File: src/rtl/deadband_scan_ctrl_if.sv
// deadband_scan_ctrl_if
//   Request/acknowledge and event-stream bundle for deadband_scan_ctrl.
//   Parameters: W (sample width), NCH (channel count).
//   Signals:
//     req       per-channel sample request (level)
//     sample    packed samples, channel i at [i*W +: W]
//     ack       one-hot grant pulse, sample of that channel consumed
//     evt_valid event available at FIFO head
//     evt_ready consumer accepts the head event
//     evt_chan  channel of head event
//     evt_delta absolute change of head event
//     evt_value new sample value of head event
//   Modports: master = requesters/consumer side, slave = scheduler side.
interface deadband_scan_ctrl_if #(
    parameter int W   = 8,
    parameter int NCH = 4
);
    localparam int CW = $clog2(NCH);

    logic [NCH-1:0]   req;
    logic [NCH*W-1:0] sample;
    logic [NCH-1:0]   ack;
    logic             evt_valid;
    logic             evt_ready;
    logic [CW-1:0]    evt_chan;
    logic [W-1:0]     evt_delta;
    logic [W-1:0]     evt_value;

    modport master (
        output req, sample, evt_ready,
        input  ack, evt_valid, evt_chan, evt_delta, evt_value
    );

    modport slave (
        input  req, sample, evt_ready,
        output ack, evt_valid, evt_chan, evt_delta, evt_value
    );
endinterface

File: src/rtl/deadband_scan_ctrl.sv
// deadband_scan_ctrl
//   Shares one deadband change detector among NCH requesters. A winner is
//   picked in IDLE, acknowledged in CAPT, and evaluated in EVAL against the
//   last reported value of its channel. Changes strictly above the
//   programmable threshold are queued in a first-word-fall-through FIFO.
//   Build option: DEADBAND_SCAN_FIXED_PRIO_EN selects fixed priority (lowest
//   index wins, rr pointer held at 0); otherwise round-robin arbitration.
//   Ports:
//     clk        clock, rising edge
//     rst_n      reset, asynchronous, active-high
//     bus        deadband_scan_ctrl_if.slave (req/sample/ack, evt_* stream)
//     thr_we     threshold write strobe
//     thr_wdata  threshold write data
//     ovf        sticky FIFO overflow flag
//     ovf_clr    clears ovf (a simultaneous overflow wins)
module deadband_scan_ctrl #(
    parameter int W     = 8,
    parameter int NCH   = 4,
    parameter int DEPTH = 4
) (
    input  logic                 clk,
    input  logic                 rst_n,
    deadband_scan_ctrl_if.slave  bus,
    input  logic                 thr_we,
    input  logic [W-1:0]         thr_wdata,
    output logic                 ovf,
    input  logic                 ovf_clr
);
    localparam int CW = $clog2(NCH);
    localparam int AW = $clog2(DEPTH);
    localparam int EW = CW + 2 * W;

    localparam logic [1:0] S_IDLE = 2'd0;
    localparam logic [1:0] S_CAPT = 2'd1;
    localparam logic [1:0] S_EVAL = 2'd2;

    logic [1:0]    state;
    logic [CW-1:0] chan;
    logic [CW-1:0] rr;
    logic [CW-1:0] win;
    logic          win_found;
    logic [W-1:0]  samp;
    logic [W-1:0]  delta;
    logic [W-1:0]  delta_next;
    logic [W-1:0]  thr;
    logic [W-1:0]  stored [NCH];

    logic [EW-1:0] mem [DEPTH];
    logic [AW:0]   wptr;
    logic [AW:0]   rptr;
    logic          pend;
    logic [EW-1:0] pend_data;
    logic [EW-1:0] head;
    logic          full;
    logic          empty;
    logic          pop;
    logic          qualify;
    logic          accept;
    logic          drop;

    // Arbitration
`ifdef DEADBAND_SCAN_FIXED_PRIO_EN
    always_comb begin
        win       = '0;
        win_found = 1'b0;
        for (int unsigned i = NCH; i > 0; i--) begin
            if (bus.req[i-1]) begin
                win       = CW'(i - 1);
                win_found = 1'b1;
            end
        end
    end
`else
    logic [CW-1:0] idx;

    always_comb begin
        win       = '0;
        win_found = 1'b0;
        idx       = '0;
        for (int unsigned i = 0; i < NCH; i++) begin
            idx = rr + CW'(i);
            if (!win_found && bus.req[idx]) begin
                win       = idx;
                win_found = 1'b1;
            end
        end
    end
`endif

    always_comb begin
        bus.ack = '0;
        if (state == S_CAPT) begin
            bus.ack[chan] = 1'b1;
        end
    end

    always_comb begin
        if (samp >= stored[chan]) begin
            delta_next = samp - stored[chan];
        end else begin
            delta_next = stored[chan] - samp;
        end
    end

    // FIFO status and EVAL decision
    assign empty   = (wptr == rptr);
    assign full    = (wptr[AW] != rptr[AW]) && (wptr[AW-1:0] == rptr[AW-1:0]);
    assign pop     = !empty && bus.evt_ready;
    assign qualify = (state == S_EVAL) && (delta > thr);
    assign accept  = qualify && (!full || pop);
    assign drop    = qualify && full && !pop;

    assign head          = empty ? '0 : mem[rptr[AW-1:0]];
    assign bus.evt_valid = !empty;
    assign bus.evt_chan  = head[EW-1 -: CW];
    assign bus.evt_delta = head[2*W-1 -: W];
    assign bus.evt_value = head[W-1:0];

    // An accepted event is staged for one cycle before it enters the FIFO,
    // so evt_valid rises one edge after the EVAL decision. Room is reserved
    // at EVAL time; only pops can occur before the staged write lands.
    always_ff @(posedge clk or posedge rst_n) begin
        if (rst_n) begin
            state     <= S_IDLE;
            chan      <= '0;
            rr        <= '0;
            samp      <= '0;
            delta     <= '0;
            thr       <= W'(2);
            ovf       <= 1'b0;
            pend      <= 1'b0;
            pend_data <= '0;
            wptr      <= '0;
            rptr      <= '0;
            for (int unsigned i = 0; i < NCH; i++) begin
                stored[i] <= '0;
            end
        end else begin
            if (thr_we) begin
                thr <= thr_wdata;
            end

            if (drop) begin
                ovf <= 1'b1;
            end else if (ovf_clr) begin
                ovf <= 1'b0;
            end

            pend <= accept;
            if (accept) begin
                pend_data <= {chan, delta, samp};
            end
            wptr <= wptr + (AW+1)'(pend);
            rptr <= rptr + (AW+1)'(pop);

            case (state)
                S_IDLE: begin
                    if (win_found) begin
                        chan  <= win;
                        samp  <= bus.sample[int'(win)*W +: W];
                        state <= S_CAPT;
                    end
                end
                S_CAPT: begin
                    delta <= delta_next;
                    state <= S_EVAL;
                end
                S_EVAL: begin
                    if (qualify) begin
                        stored[chan] <= samp;
                    end
`ifdef DEADBAND_SCAN_FIXED_PRIO_EN
                    rr <= '0;
`else
                    rr <= chan + CW'(1);
`endif
                    state <= S_IDLE;
                end
                default: begin
                    state <= S_IDLE;
                end
            endcase
        end
    end

    always_ff @(posedge clk) begin
        if (pend) begin
            mem[wptr[AW-1:0]] <= pend_data;
        end
    end
endmodule

File: src/flat_wrapper.sv
// flat-port wrapper written by rule: the top's interface ports become plain ports
module deadband_scan_ctrl_flat 
#(
    parameter int W     = 8,
    parameter int NCH   = 4,
    parameter int DEPTH = 4
)
  (clk, rst_n, thr_we, thr_wdata, ovf, ovf_clr, bus_req, bus_sample, bus_evt_ready, bus_ack, bus_evt_valid, bus_evt_chan, bus_evt_delta, bus_evt_value);
  deadband_scan_ctrl_if #(.W(W), .NCH(NCH)) bus_i ();
  input  logic clk;
  input  logic rst_n;
  input  logic thr_we;
  input  logic [W-1:0] thr_wdata;
  output logic ovf;
  input  logic ovf_clr;
  input wire logic [$bits(bus_i.req)-1:0] bus_req;
  input wire logic [$bits(bus_i.sample)-1:0] bus_sample;
  input wire logic [$bits(bus_i.evt_ready)-1:0] bus_evt_ready;
  output wire logic [$bits(bus_i.ack)-1:0] bus_ack;
  output wire logic [$bits(bus_i.evt_valid)-1:0] bus_evt_valid;
  output wire logic [$bits(bus_i.evt_chan)-1:0] bus_evt_chan;
  output wire logic [$bits(bus_i.evt_delta)-1:0] bus_evt_delta;
  output wire logic [$bits(bus_i.evt_value)-1:0] bus_evt_value;
  assign bus_i.req = bus_req;
  assign bus_i.sample = bus_sample;
  assign bus_i.evt_ready = bus_evt_ready;
  assign bus_ack = bus_i.ack;
  assign bus_evt_valid = bus_i.evt_valid;
  assign bus_evt_chan = bus_i.evt_chan;
  assign bus_evt_delta = bus_i.evt_delta;
  assign bus_evt_value = bus_i.evt_value;
  deadband_scan_ctrl #(.W(W), .NCH(NCH), .DEPTH(DEPTH)) u_core (.clk(clk), .rst_n(rst_n), .bus(bus_i), .thr_we(thr_we), .thr_wdata(thr_wdata), .ovf(ovf), .ovf_clr(ovf_clr));
endmodule
File: config.mk
export PLATFORM = sky130hd
export DESIGN_NAME = deadband_scan_ctrl_flat
export DESIGN_NICKNAME = d
export VERILOG_FILES = /design/src/rtl/deadband_scan_ctrl_if.sv /design/src/rtl/deadband_scan_ctrl.sv /design/src/flat_wrapper.sv
export SDC_FILE = /design/constraint.sdc
export NUM_CORES = 1
export LEC_CHECK = 0
export CORE_ASPECT_RATIO = 0.9
export CORE_MARGIN = 5
export CORE_UTILIZATION = 45
export CTS_CLUSTER_SIZE = 12
export DETAILED_ROUTE_END_ITERATION = 7
export HOLD_SLACK_MARGIN = 0.05
export PLACE_DENSITY = 0.65
export SLEW_MARGIN = 0
export SYNTH_ARGS = -nofsm -noshare
export SYNTH_HDL_FRONTEND = slang
export SYNTH_SLANG_ARGS = --single-unit
File: constraint.sdc
create_clock -name clk -period 4.5 [get_ports clk]
set_clock_uncertainty 0.15 [all_clocks]
set_input_delay 1.35 -clock clk [delete_from_list [all_inputs] [get_ports clk]]
set_output_delay 1.35 -clock clk [all_outputs]
set_load 0.02 [all_outputs]
Word level (Yosys, flattened, before mapping)

Memory sizes are Yosys's and may differ from the RTL's.
Cells that the tools add are included.

Input bits: 49
Flip-flop bits (word level): 88
Output and inout bits: 24
Memories kept: 1
Logic and storage cells: 97
Bits in writable memories: 72

Memories:

| name       | depth | width | rd ports | clocked after memory_dff | write ports | line                     | RTL |
|---|---|---|---|---|---|---|---|
| u_core.mem | 4     | 18    | 1        | 0                        | 1           | deadband_scan_ctrl.sv:48 | `logic [EW-1:0] mem [DEPTH];` |

Shift-type cells: 1
Reductions and logical operators: 22
Add/subtract/negate cells: 8
Multiplexer cells: 33
Equal/unequal tests: 6
$lt $le $gt $ge: 10
Bitwise gates (word level): 1

Operators with widths:

| operator                                                    | number |
|---|---|
| bitwise mux 32 bit                                          | 1 |
| two-way mux 8 bit                                           | 4 |
| variable part select 32 x 6 -> 8 bit                        | 1 |
| two-way mux 18 bit                                          | 1 |
| binary-select mux 8 bit (select 2 bit)                      | 1 |
| demux 8 bit (select 2 bit)                                  | 1 |
| subtractor 8 bit                                            | 2 |
| less-than comparator 2 x 3 -> 1 bit (second input constant) | 5 |
| two-way mux 1 bit                                           | 13 |
| logical AND 1 bit                                           | 11 |
| two-way mux 2 bit                                           | 5 |
| binary-select mux 1 bit (select 2 bit)                      | 4 |
| greater-or-equal comparator 8 bit                           | 1 |
| greater-than comparator 8 bit                               | 1 |
| adder 3 x 1 -> 3 bit                                        | 2 |
| zero test 1 bit                                             | 6 |
| adder 2 x 1 -> 2 bit (second input constant)                | 2 |
| adder 2 bit (second input constant)                         | 2 |
| two-way mux 4 bit                                           | 1 |
| case mux 2 bit (2 select lines)                             | 1 |
| AND reduction 2 bit                                         | 2 |
| == test 3 bit                                               | 1 |
| greater-or-equal comparator 3 bit (second input constant)   | 1 |
| less-than comparator 3 x 1 -> 1 bit (second input constant) | 1 |
| 11 further kinds                                            | 11 |

Logic depth before layout (Yosys ltp)

Gate-level depths: netlist (run 1).

Word-level depth: 14
Depth in mapped cells: 10
Depth with buffers taken out: 10

Worst setup path after synthesis (run 1)

No wires, ideal clock.

Path type: flip-flop to flip-flop
From: register u_core.chan[0]
To: register u_core.delta[5]
Slack: 1.111 ns
Required time: 4.258 ns
Cell stages (with the launch flop): 10
Period minus slack after synthesis: 3.389 ns
Path buffers: 1
Library setup time: 0.092 ns
Arrival: 3.147 ns
Cell sequence: dfrtp_1 buf_1 mux4_2 fa_1 nand3b_1 and4_4 o31ai_4 nand3_1 and4_1 o31ai_2

Cells in the longest elaborated chain, start to end: 6
Elaborated cells on any way between the ends: 8
Those cells by class: 2 x add/sub; 1 x order compare; 4 x mux; 1 x bitwise

Ends and longest elaborated chain:

| what                                                     | line                                                                          | RTL |
|---|---|---|
| from (decl)                                              | deadband_scan_ctrl.sv:38                                                      | `logic [CW-1:0] chan;` |
| from (signal assigned)                                   | deadband_scan_ctrl.sv:159                                                     | `chan <= win;` |
| NOT 2 -> 3 bit (implied by the code) (*)                 | deadband_scan_ctrl.sv:98, deadband_scan_ctrl.sv:99, deadband_scan_ctrl.sv:101 |  |
| binary-select mux 8 bit (select 2 bit) (*)               | deadband_scan_ctrl.sv:98, deadband_scan_ctrl.sv:99, deadband_scan_ctrl.sv:101 |  |
| two-way mux 8 bit (implied by the code) (*) (2 in a row) | deadband_scan_ctrl.sv:98, deadband_scan_ctrl.sv:99, deadband_scan_ctrl.sv:101 |  |
| subtractor 8 bit, or another cell as far along           | deadband_scan_ctrl.sv:101                                                     | `delta_next = stored[chan] - samp;` |
| two-way mux 8 bit (*)                                    | deadband_scan_ctrl.sv:98                                                      | `if (samp >= stored[chan]) begin` |
| to (signal assigned)                                     | deadband_scan_ctrl.sv:165                                                     | `delta <= delta_next;` |
| to (decl)                                                | deadband_scan_ctrl.sv:43                                                      | `logic [W-1:0] delta;` |

Mark *: on every way between the ends. The rest lies on a longest branch, timed or not. The select of a mux whose other input is x is not followed.
A chain may end at the register's enable or synchronous reset.

Worst setup path after layout (run 1)

From: register u_core.rptr[0]
To: output port bus_evt_value[5]

Cells in the longest elaborated chain, start to end: 2
Elaborated cells on any way between the ends: 3
Those cells by class: 1 x eq/ne; 1 x mux; 1 x memory

Ends and longest elaborated chain:

| what                                                      | line                      | RTL |
|---|---|---|
| from (decl)                                               | deadband_scan_ctrl.sv:50  | `logic [AW:0] rptr;` |
| from (signal assigned)                                    | deadband_scan_ctrl.sv:154 | `rptr <= rptr + (AW+1)'(pop);` |
| memory read (4 x 18 bit) or == test 3 bit (tied branches) | -                         |  |
| two-way mux 18 bit (*)                                    | deadband_scan_ctrl.sv:113 | `assign head = empty ? '0 : mem[rptr[AW-1:0]];` |
| to (decl)                                                 | flat_wrapper.sv:23        | `output wire logic [$bits(bus_i.evt_value)-1:0] bus_evt_value;` |

Mark *: on every way between the ends. The rest lies on a longest branch, timed or not.

==> flow_summary_export.csv, run 1 <==
group,metric,value,unit
cts,cts_num_sinks,160,
cts,clock-root-buffer,"sky130_fd_sc_hd__clkbuf_16",
logic_synthesis,async_reset_ff_frac,0.550,
setup_path,crit_fanout,13,
sta,finalHoldWorstSlack,0.337,ns
place,place_hpwl,10.1,mm
logic_synthesis,synth_sequential_area_ratio,0.573,
route,post_detailed_route_count_of_antenna_violating_nets,0,
route,first_iter_violations,169,
power_and_ir_drop,vdd_ir_drop_max,0.357,mV
place,placement.io_buffers,72,
cells_and_area,final_net_count,689,
logic_synthesis,yosysWarningCount,0,
cells_and_area,design_area,9190,µm²
route,totalWireLength,14.0,mm
global_routing,grt-ovfl-total,0,
sta,timing.final.max_slew_violations,0,
logic_synthesis,synthCells,526,
setup_path,start_kind,"flop",
floorplanning,die_h,133,µm
sta,rsz0062_at_grt,"no",
floorplanning,ports,73,
cells_and_area,ant_diodes,0,
floorplanning,die-area,19600,µm²
sta,final_number_of_hold_violating_endpoints,0,
cts,tritoncts.num_buffers,17,
setup_path,critPathArrivalTime,2.62,ns
logic_synthesis,yosysTopAreaCell,"sky130_fd_sc_hd__dfrtp_1",
cts,cts_setup_buffers,0,
sta,remaining_max_slew_budget_at_the_tightest_pin,0.313,
cts,cts_hold_repair.buffers,0,
logic_synthesis,mappedNetlistArea,7620,µm²
global_routing,vias_in_the_first_global_route,4713,
global_routing,global_route_wire_length_before_repair,23.9,mm
setup_path,setup.worst_path.class,"flop to output pin",
route,via_per_inst,5.25,
sta,fin_tns_setup,0,ns
cts,clock_latency_at_the_later_pin_of_the_worst_skew_pair,0.42,ns
cells_and_area,multi_input_comb_area,3030,µm²
cells_and_area,mostFrequentLayoutCell,"sky130_fd_sc_hd__dfrtp_1",
global_routing,gr-usage-all-layers,0.153,
cells_and_area,final-instance-count-excl-fill,831,
logic_synthesis,postSynthRegisterBits,160,
logic_synthesis,synth_cell_type_count,56,
global_routing,grt_start_max_net_pins,47,
setup_path,critical_path.endpoint_type,"output pin",
route,route.layer.met1.wl,6.44,mm
floorplanning,start_util,0.454,
cells_and_area,final_layout_size_suffix_gt1_frac,0.223,
power_and_ir_drop,power.static_leakage,0.00375,µW
cells_and_area,final_util,0.548,
floorplanning,core.rowCount,45,
route,topRoutingLayerUsed,"met4",
cells_and_area,fillerInstances,1375,
setup_path,worstPathRequired,3.00,ns
logic_synthesis,synth.area.top_cells,"sky130_fd_sc_hd__dfrtp_1 29%, sky130_fd_sc_hd__edfxtp_1 28%, sky130_fd_sc_hd__mux4_2 7.7%",
global_routing,number_of_antenna_violations_at_the_first_check_in_global_routing,0,
cts,cts_tree,"done",
route,met2WireLength,6.80,mm
sta,max_slew.worst_pin.slew,1.03,ns
job,drv.max_cap_violation_count,0,
logic_synthesis,synth_flop_cell,"sky130_fd_sc_hd__dfrtp_1",
power_and_ir_drop,power_per_cell_area,786,nW/µm²
floorplanning,placeable_core_area,16800,µm²
route,detail_route.first_pass.iterations,4,
logic_synthesis,synth.avg_cell_area,14.5,µm²
route,via_count,4361,
hold_path,worstHoldPathType,"flop to flop",
route,drt_drc_violations_left,0,
route,routed-wl-met3,661,µm
sta,setup-violations-final,0,
logic_synthesis,synthDominantCellAreaShare,0.286,
sta,timing.final.crit_share,0.915,
cts,cts_repair_resize_count,0,
cells_and_area,ff_latch_area,4370,µm²
floorplanning,horizontal_die_dimension,147,µm
place,placedCellCount,799,
status,run_status,"finished clean",
cells_and_area,mostFrequentLayoutCells,"87 x sky130_fd_sc_hd__dfrtp_1, 72 x sky130_fd_sc_hd__clkdlybuf4s50_1, 72 x sky130_fd_sc_hd__edfxtp_1",
place,gp_congestion,0.799,
logic_synthesis,synthesis.nets,608,
cts,clk_pin_slew_worst_paths,0.06,ns
sta,max_freq,243,MHz
cells_and_area,area_growth,20.6,%
logic_synthesis,post_synth_edffs,72,
place,placed_area,8580,µm²
sta,layout_min_cycle_time,4.12,ns
cts,clock_tree.buffer_depth,2,
cts,cts-htree-levels,4,
route,route.detailed.wl_per_inst,16.9,µm
[cells by family after synthesis]
logic type / after synthesis / share of synthesized area
flip-flops: 160 / 0.573
multiplexers: 106 / 0.196
AND/OR/NAND/NOR: 98 / 0.0753
AO/OA/AOI/OAI: 69 / 0.0584
buffers and inverters: 52 / 0.0320
adder cells (fa/ha/maj): 33 / 0.0561
XOR/XNOR: 8 / 0.00919
[final timing paths]
kind,from,endpoint,slack (ns),cells past startpoint
worst max register to register,u_core.chan[1]$_DFFE_PP0P_,u_core.delta[5]$_DFFE_PP0P_,0.98,9
worst min register to register,u_core.wptr[2]$_DFF_PP0_,u_core.wptr[2]$_DFF_PP0_,0.34,1
min in group asynchronous,rst_n,u_core.stored[30]$_DFFE_PP0P_,1.21,2
worst max-delay path,u_core.rptr[0]$_DFF_PP0_,bus_evt_value[5],0.38,4
max in group asynchronous,rst_n,u_core.thr[1]$_DFFE_PP1P_,2.24,3
worst min-delay path,u_core.wptr[2]$_DFF_PP0_,u_core.wptr[2]$_DFF_PP0_,0.34,1
[Yosys cell counts (3+ instances only)]
cell type and number:
sky130_fd_sc_hd__nor2_1 13, sky130_fd_sc_hd__nor2b_1 24, sky130_fd_sc_hd__nand2_1 30, sky130_fd_sc_hd__a21oi_1 8, sky130_fd_sc_hd__nand4_1 3, sky130_fd_sc_hd__and2_1 5, sky130_fd_sc_hd__clkbuf_1 8, sky130_fd_sc_hd__a21o_1 6
sky130_fd_sc_hd__nand2b_1 4, sky130_fd_sc_hd__mux4_2 26, sky130_fd_sc_hd__o21a_1 3, sky130_fd_sc_hd__o21ai_1 10, sky130_fd_sc_hd__o21ai_0 25, sky130_fd_sc_hd__edfxtp_1 72, sky130_fd_sc_hd__mux2_2 51, sky130_fd_sc_hd__mux2i_1 20
sky130_fd_sc_hd__buf_6 3, sky130_fd_sc_hd__ha_1 31, sky130_fd_sc_hd__mux2_4 9, sky130_fd_sc_hd__inv_1 34, sky130_fd_sc_hd__nor3_1 3, sky130_fd_sc_hd__xnor2_1 6, sky130_fd_sc_hd__dfrtp_1 87, sky130_fd_sc_hd__nor3b_4 4
[flip-flops by register name (all words and copies together), names as in the netlist]
register,flops
u_core.pend,1
u_core.rr,2
u_core.state,2
u_core.delta,8
u_core.chan,2
u_core.wptr,3
u_core.thr,8
u_core.rptr,3
u_core.stored,32
u_core.pend_data,18
u_core.mem,72
u_core.ovf,1
u_core.samp,8
[critical path: stages (launching register included)]
cell	delay [ns]
sky130_fd_sc_hd__dfrtp_1	0.62
sky130_fd_sc_hd__buf_4	0.36
sky130_fd_sc_hd__mux4_2	0.52
sky130_fd_sc_hd__nor2b_1	0.14
sky130_fd_sc_hd__clkdlybuf4s50_1	0.54
[area by class of cell]
type | count | area share
inverters | 35 | 0.0144
repair buffers | 79 | 0.0855
flip-flops and latches | 160 | 0.475
well taps | 211 | 0.0287
clock buffers | 22 | 0.0483
multi-input cells | 314 | 0.330
clock inverters | 10 | 0.0178
[metrics by stage]
stage	setup slack (ns)	total power, µW
3_3_place_gp	0.783	5670
5_1_grt	0.172	7730
2_1_floorplan	0.723	4830
3_5_place_dp	0.785	5790
6_report	0.381	7220
4_1_cts	0.311	7300
[report_power, final]
group	internal [µW]	switching [µW]	total, µW
combinational	1640	1640	3280
sequential	2030	420	2450
clock	930	555	1480
[routing by layer]
layer  GRT usage  up-vias
met5           0        -
li1            -     2088
met1       0.200     2152
met2       0.251      107
met4      0.0435        0
met3      0.0463       14
(Power assumes the default switching activity.)
==> inputs of run 2 (changes only) <==
Settings changed: MAX_ROUTING_LAYER from default to met4.
==> run 2 against run 1 <==
Worst setup slack better by 0.0014 ns. Clock power about the same. Count of clock-buffer cells in the layout unchanged. Power about the same. Hold slack better by 0.0015 ns. Cell count unchanged. Die area unchanged. Via count down 0.21%. Global-route usage up 0.44 points.
==> flow_summary_export.csv, run 2 (synthesis results as in run 1) <==
group,metric,value,unit
global_routing,number_of_antenna_violations_at_the_first_check_in_global_routing,0,
floorplanning,placeable_core_area,16800,µm²
cts,clk_pin_slew_worst_paths,0.06,ns
power_and_ir_drop,netSwitchingFraction,0.362,
route,post_detailed_route_count_of_antenna_violating_nets,0,
floorplanning,die_h,133,µm
status,run_status,"finished clean",
setup_path,worstPathRequired,3.00,ns
floorplanning,start_util,0.454,
hold_path,worstHoldPathType,"flop to flop",
sta,timing.final.max_slew_violations,0,
cts,cts_setup_buffers,0,
route,via_per_inst,5.24,
global_routing,gr-usage-all-layers,0.158,
floorplanning,ports,73,
route,drt_drc_violations_left,0,
route,detail_route.first_pass.iterations,4,
cts,tritoncts.num_buffers,17,
power_and_ir_drop,share_of_total_power_in_combinational_logic,0.455,
route,first_iter_violations,178,
place,placement.io_buffers,72,
setup_path,crit_fanout,13,
cells_and_area,largest_register_ff_count,72,
setup_path,critical_path.endpoint_type,"output pin",
sta,max_slew.worst_pin.slew,1.03,ns
place,place_hpwl,10.1,mm
floorplanning,core.rowCount,45,
place,gp_congestion,0.811,
route,route.detailed.wl_per_inst,16.9,µm
route,routed-wl-met3,651,µm
power_and_ir_drop,intPower,4600,µW
sta,remaining_max_slew_budget_at_the_tightest_pin,0.313,
sta,max_freq,243,MHz
route,route.layer.met1.wl,6.41,mm
cells_and_area,fillerInstances,1375,
setup_path,critical_path.slowest_cell,"sky130_fd_sc_hd__dfrtp_1",
cts,cts_tree,"done",
global_routing,grt-ovfl-total,0,
cells_and_area,final_util,0.548,
sta,rsz0062_at_grt,"no",
cells_and_area,multi_input_comb_area,3030,µm²
cells_and_area,ant_diodes,0,
cts,cts-htree-levels,4,
route,met2WireLength,6.79,mm
setup_path,worstPathCellList,"buf_4, mux4_2, nor2b_1, clkdlybuf4s50_1",
global_routing,grt_start_max_net_pins,47,
cts,cts_num_sinks,160,
floorplanning,horizontal_die_dimension,147,µm
cells_and_area,area_growth,20.6,%
sta,final_number_of_hold_violating_endpoints,0,
cells_and_area,ff_latch_area,4370,µm²
power_and_ir_drop,vdd_ir_drop_max,0.356,mV
global_routing,vias_in_the_first_global_route,4715,
setup_path,critPathArrivalTime,2.62,ns
cts,clock_tree.buffer_depth,2,
cells_and_area,mostFrequentLayoutCells,"87 x sky130_fd_sc_hd__dfrtp_1, 72 x sky130_fd_sc_hd__clkdlybuf4s50_1, 72 x sky130_fd_sc_hd__edfxtp_1",
cts,clock-root-buffer,"sky130_fd_sc_hd__clkbuf_16",
cells_and_area,mostFrequentLayoutCell,"sky130_fd_sc_hd__dfrtp_1",
setup_path,setup.worst_path.class,"flop to output pin",
cts,cts_hold_repair.buffers,0,
power_and_ir_drop,power.static_leakage,0.00375,µW
sta,setup-violations-final,0,
setup_path,start_kind,"flop",
power_and_ir_drop,power_switching,2610,µW
route,topRoutingLayerUsed,"met4",
setup_path,critPathMaxStageDelay,0.62,ns
power_and_ir_drop,sequential_fraction_of_design_power,0.340,
sta,layout_min_cycle_time,4.12,ns
cts,cts_repair_resize_count,0,
floorplanning,die-area,19600,µm²
global_routing,global_route_wire_length_before_repair,23.8,mm
sta,fin_tns_setup,0,ns
cells_and_area,final_net_count,689,
power_and_ir_drop,power_per_cell_area,785,nW/µm²
sta,timing.final.crit_share,0.915,
route,totalWireLength,14.0,mm
cells_and_area,final_layout_size_suffix_gt1_frac,0.223,
power_and_ir_drop,clock_power_share,0.205,
job,drv.max_cap_violation_count,0,
route,via_count,4352,
cts,clock_latency_at_the_later_pin_of_the_worst_skew_pair,0.42,ns
## run 2: final cells by class
class / instances / share of cell area
Inverter: 35 / 0.0144
Clock buffer: 22 / 0.0483
Tap cell: 211 / 0.0287
Timing Repair Buffer: 79 / 0.0855
Clock inverter: 10 / 0.0178
Sequential cell: 160 / 0.475
Multi-Input combinational cell: 314 / 0.330
## run 2: worst max-delay path: cells and delay by family (launching register included)
| kind | cells | cell delay (ns) |
|---|---|---|
| and+or+nand+nor | 1 | 0.14 |
| buffers and inverters | 2 | 0.90 |
| DFF | 1 | 0.62 |
| muxes | 1 | 0.52 |
## run 2: path summary, 6_finish.rpt
check / start / slack [ns] / end / depth (start not counted)
setup / recovery: u_core.rptr[0]$_DFF_PP0_ / 0.38 / bus_evt_value[5] / 4
hold / removal: u_core.wptr[2]$_DFF_PP0_ / 0.34 / u_core.wptr[2]$_DFF_PP0_ / 1
setup reg to reg: u_core.chan[1]$_DFFE_PP0P_ / 0.97 / u_core.delta[5]$_DFFE_PP0P_ / 9
hold reg to reg: u_core.wptr[2]$_DFF_PP0_ / 0.34 / u_core.wptr[2]$_DFF_PP0_ / 1
max in group asynchronous: rst_n / 2.24 / u_core.thr[1]$_DFFE_PP1P_ / 3
min in group asynchronous: rst_n / 1.21 / u_core.stored[30]$_DFFE_PP0P_ / 2
## run 2: metrics by stage
| stage | hold slack (ns) | power [µW] | instances | area (µm²) | setup WS [ns] |
|---|---|---|---|---|---|
| 2_1_floorplan | 0.312 | 4830 | 526 | 7620 | 0.723 |
| 3_3_place_gp | 0.329 | 5670 | 799 | 8580 | 0.783 |
| 3_5_place_dp | 0.331 | 5790 | 799 | 8580 | 0.785 |
| 4_1_cts | 0.342 | 7300 | 831 | 9190 | 0.311 |
| 5_1_grt | 0.358 | 7730 | 831 | 9190 | 0.172 |
| 6_report | 0.339 | 7220 | 831 | 9190 | 0.382 |
## run 2: layer usage
layer	global-route usage	vias to the layer above
li1	-	2090
met1	0.200	2140
met2	0.251	106
met3	0.0456	16
met4	0.0435	0
met5	-	-
## run 2: power groups by stage
stage | registers (µW) | clock network (µW) | logic, µW
3_5_place_dp | 2480 | 0 | 3310
2_1_floorplan | 2280 | 0 | 2550
5_1_grt | 2520 | 1580 | 3630
4_1_cts | 2460 | 1510 | 3330
6_report | 2450 | 1480 | 3280
3_3_place_gp | 2440 | 0 | 3230
==> variant 1 (settings of run 2) <==
The option `DEADBAND_SCAN_FIXED_PRIO_EN` is turned on by a define.
--- a/src/rtl/deadband_scan_ctrl.sv
+++ b/src/rtl/deadband_scan_ctrl.sv
@@ -13,6 +13,8 @@
 //     thr_wdata  threshold write data
 //     ovf        sticky FIFO overflow flag
 //     ovf_clr    clears ovf (a simultaneous overflow wins)
+`define DEADBAND_SCAN_FIXED_PRIO_EN
+
 module deadband_scan_ctrl #(
     parameter int W     = 8,
     parameter int NCH   = 4,
Formal check against the unedited RTL: not equivalent (a bounded check fails within 10 cycles, from zero or initial values and one cycle with rst_n high).
==> variant 1 against run 2 <==
- sequential cell count down 2
- count of clock-buffer cells in the layout shrank 1
- utilization rose by 0.49 points
- synthesized area fell by 4.2%
- via count decreased by 1.9%
- register-to-register slack got worse by 0.21 ns
- power is 6.5% lower
- final area down 3.7%
- wire length up 7.0%
- sequential power fell by 2%
- worst setup slack got worse by 0.037 ns
- fmax is 0.90% lower
- die area decreased by 3.9%
- critical endpoint is now bus_evt_delta[2]
- largest power group unchanged
==> variant 1: results <==
group,metric,value,unit
finish,post_route_cells_drive_above_1_share,22.4,%
finish,multi_input_cells,287,
synth,postSynthNetCount,571,
route,drt-vias-per-instance,5.39,
synth,synth_mux_area_share,19.2,%
route,dr_wl_met2,7.21,mm
finish,nets,650,
synth,post_synth_instance_area,7310,sq um
global_routing,met2_usage,28.3,%
finish,layout.area.seq,4320,sq um
global_routing,grtUsageMet3,3.49,%
outcome,run_status,"finished clean",
route,wl_per_cell,18.9,microns
global_routing,grt_first_pass_wirelength,24.8,mm
synth,synth.top_cells.by_area,"sky130_fd_sc_hd__edfxtp_1 (30%), sky130_fd_sc_hd__dfrtp_1 (29%), sky130_fd_sc_hd__mux4_2 (10%)",
sta,tightestPinTransition,1.04,ns
route,routed-wl-met3,547,microns
finish,final-nonclk-buf-share,8.88,%
route,dr.first_iter.drc_count,173,
synth,synth_compound_gate_area_share,5.19,%
placement,gp_congestion,0.920,
power,peakVddDrop,0.501,mV
placement,placedInstanceArea,8270,sq um
synth,synthXorXnorAreaFrac,0.599,%
finish,sequential_cell_total,158,
global_routing,global_routing_met1_resource_utilization,23.5,%
synth,post_synth_most_frequent_cells,"sky130_fd_sc_hd__dfrtp_1 (85), sky130_fd_sc_hd__edfxtp_1 (72), sky130_fd_sc_hd__mux2_2 (45)",
placement,dp_slack,0.678,ns
power,power_leakage,3.57,nW
finish,area.share.sequential,48.7,%
synth,ys_seq_area_share,59.1,%
global_routing,grt_pass1_vias,4668,
synth,postSynth.asyncResetShare,54.4,%
finish,area_share_clock_buf_inv,6.57,%
synth,yosys.area_share.adder,5.17,%
==> variant 1: power breakdown <==
group / total (W) / internal [W] / switching, W / leakage (nW)
Clock: 0.00142 / 0.000871 / 0.000549 / 0.281
Sequential: 0.00239 / 0.00198 / 0.000416 / 1.74
Combinational: 0.00294 / 0.00142 / 0.00152 / 1.55
Total: 0.00675 / 0.00427 / 0.00248 / 3.57
==> variant 1: worst paths after layout <==
kind / startpoint / cells past startpoint / slack (ns) / to
max: u_core.rptr[0] / 4 / 0.34 / bus_evt_delta[2]
min: u_core.rptr[2] / 1 / 0.35 / u_core.rptr[2]
max reg2reg: u_core.chan[0] / 8 / 0.76 / u_core.delta[5]
min reg2reg: u_core.rptr[2] / 1 / 0.35 / u_core.rptr[2]
max in group asynchronous: rst_n / 3 / 2.33 / u_core.stored[5]
min in group asynchronous: rst_n / 2 / 1.18 / u_core.ovf
==> variant 2 (config.mk and constraints of run 2) <==
Without the edit above. Put one more register stage on the output `ovf`. The value now appears one clock later. The other outputs are not delayed to match.
--- a/src/rtl/deadband_scan_ctrl.sv
+++ b/src/rtl/deadband_scan_ctrl.sv
@@ -33,6 +33,8 @@
     localparam logic [1:0] S_IDLE = 2'd0;
     localparam logic [1:0] S_CAPT = 2'd1;
     localparam logic [1:0] S_EVAL = 2'd2;
+
+    logic ovf_s0;
 
     logic [1:0]    state;
     logic [CW-1:0] chan;
@@ -127,7 +129,7 @@
             samp      <= '0;
             delta     <= '0;
             thr       <= W'(2);
-            ovf       <= 1'b0;
+            ovf_s0    <= 1'b0;
             pend      <= 1'b0;
             pend_data <= '0;
             wptr      <= '0;
@@ -141,9 +143,9 @@
             end
 
             if (drop) begin
-                ovf <= 1'b1;
+                ovf_s0 <= 1'b1;
             end else if (ovf_clr) begin
-                ovf <= 1'b0;
+                ovf_s0 <= 1'b0;
             end
 
             pend <= accept;
@@ -188,5 +190,9 @@
             mem[wptr[AW-1:0]] <= pend_data;
         end
     end
+    always_ff @(posedge clk) begin
+        ovf <= ovf_s0;
+    end
+
 endmodule
 
Check against the original RTL: same outputs for any inputs over 4 cycles, from zero or initial values and one cycle with rst_n high; that may be too few to reach the edited logic, so the function may still have changed.
==> variant 2 against run 2 <==
- sequential cell count rose by 1
- synthesized area rose by 0.26%
- synthesized cell count rose by 0.19%
- worst setup slack improved by 0.062 ns
- critical path depth did not move
- wire length fell by 0.73%
- power fell by 1.6%
- final area fell by 0.31%
==> variant 2: results <==
group,metric,value,unit
finish,post_route_cells_drive_above_1_share,22.7,%
critical_path,worst-path-max-fanout,15,
route,totalWireLength,13.9,mm
global_routing,grt_antenna_before_repair,0,
outcome,run_status,"finished clean",
route,routedLengthMet1,6.52,mm
synth,postSynth.asyncResetShare,54.7,%
cts,post_cts.repair.setup_buffers,0,
global_routing,grt_first_pass_wirelength,23.3,mm
power,peakVddDrop,0.388,mV
synth,synth.top_cells.by_area,"sky130_fd_sc_hd__dfrtp_1 (28%), sky130_fd_sc_hd__edfxtp_1 (28%), sky130_fd_sc_hd__mux4_2 (7.7%)",
cts,clkSlewWorstSetupHoldPaths,0.06,ns
route,dr.first_iter.drc_count,165,
critical_path,critPathSlowestCell,"sky130_fd_sc_hd__mux4_2",
synth,synth_enable_flop_cells,72,
placement,detailed_place_hpwl,9.97,mm
global_routing,grt_max_degree,47,
power,power_leakage,3.74,nW
synth,post_synth_num_cell_types,57,
global_routing,grt_pass1_vias,4531,
hold_path,hold_path.startpoint,"u_core.ovf_s0",
route,routed-wl-met3,652,microns
critical_path,critical_path.startpoint,"u_core.rptr[0]",
finish,nets,690,
synth,ys_seq_area_share,57.4,%
finish,fillCellCount,1398,
placement,gp_congestion,0.810,
sta,timing.slew.headroom,30.7,%
global_routing,globalRouteTotalUtil,15.5,%
route,dr_wl_met2,6.56,mm
route,detailroute.via_count,4383,
critical_path,worst-endpoint-arrival,2.56,ns
placement,placedInstanceArea,8600,sq um
synth,postSynthNetCount,609,
critical_path,cp_slowest_stage_delay,0.55,ns
-- variant 2: cell types whose count changed after synthesis --
cell / run 2 / this run
sky130_fd_sc_hd__dfxtp_1: 0 / 1
-- variant 2: stage by stage --
stage	worst slack, ns	instances
2_1_floorplan	0.723	527
3_3_place_gp	0.872	800
3_5_place_dp	0.844	800
4_1_cts	0.375	832
5_1_grt	0.286	832
6_report	0.444	832
-- variant 2: final timing paths --
| path | cells past startpoint | slack (ns) | end |
|---|---|---|---|
| setup / recovery | 4 | 0.44 | bus_evt_value[2] |
| hold / removal | 0 | 0.23 | u_core.ovf |
| setup reg to reg | 9 | 1.01 | u_core.delta[2] |
| hold reg to reg | 0 | 0.23 | u_core.ovf |
| max in group asynchronous | 3 | 2.23 | u_core.thr[1] |
| min in group asynchronous | 2 | 1.22 | u_core.pend_data[5] |
-- variant 2: per-layer routing --
layer	GRT usage (%)	up-vias
met5	-	-
met2	24.3	90
met3	4.29	20
li1	-	2094
met4	4.19	0
met1	20.1	2179
-- variant 2: cell type report --
type                       count  area [sq um]  share of cell area, %
inverter                      35           133                   1.45
sequential                   161          4390                   47.9
clock inverter                13           126                   1.38
multi-input combinational    314          3030                   33.1
tap                          211           264                   2.88
clock buffer                  19           433                   4.73
timing repair buffer          79           786                   8.58
-- variant 2: cell families after synthesis --
| group | after synthesis | share of synthesized area (%) |
|---|---|---|
| compound gates | 69 | 5.83 |
| fa+ha+maj | 33 | 5.60 |
| buf+inv | 52 | 3.19 |
| flops | 161 | 57.4 |
| xor+xnor | 8 | 0.917 |
| simple gates | 98 | 7.51 |
| mux | 106 | 19.6 |
-- variant 2: power by group --
| group | total [W] | switching [W] | internal [W] |
|---|---|---|---|
| sequential | 0.00245 | 0.000412 | 0.00204 |
| clock | 0.00137 | 0.000602 | 0.000771 |
| combinational | 0.00327 | 0.00163 | 0.00164 |
| total | 0.00710 | 0.00264 | 0.00445 |
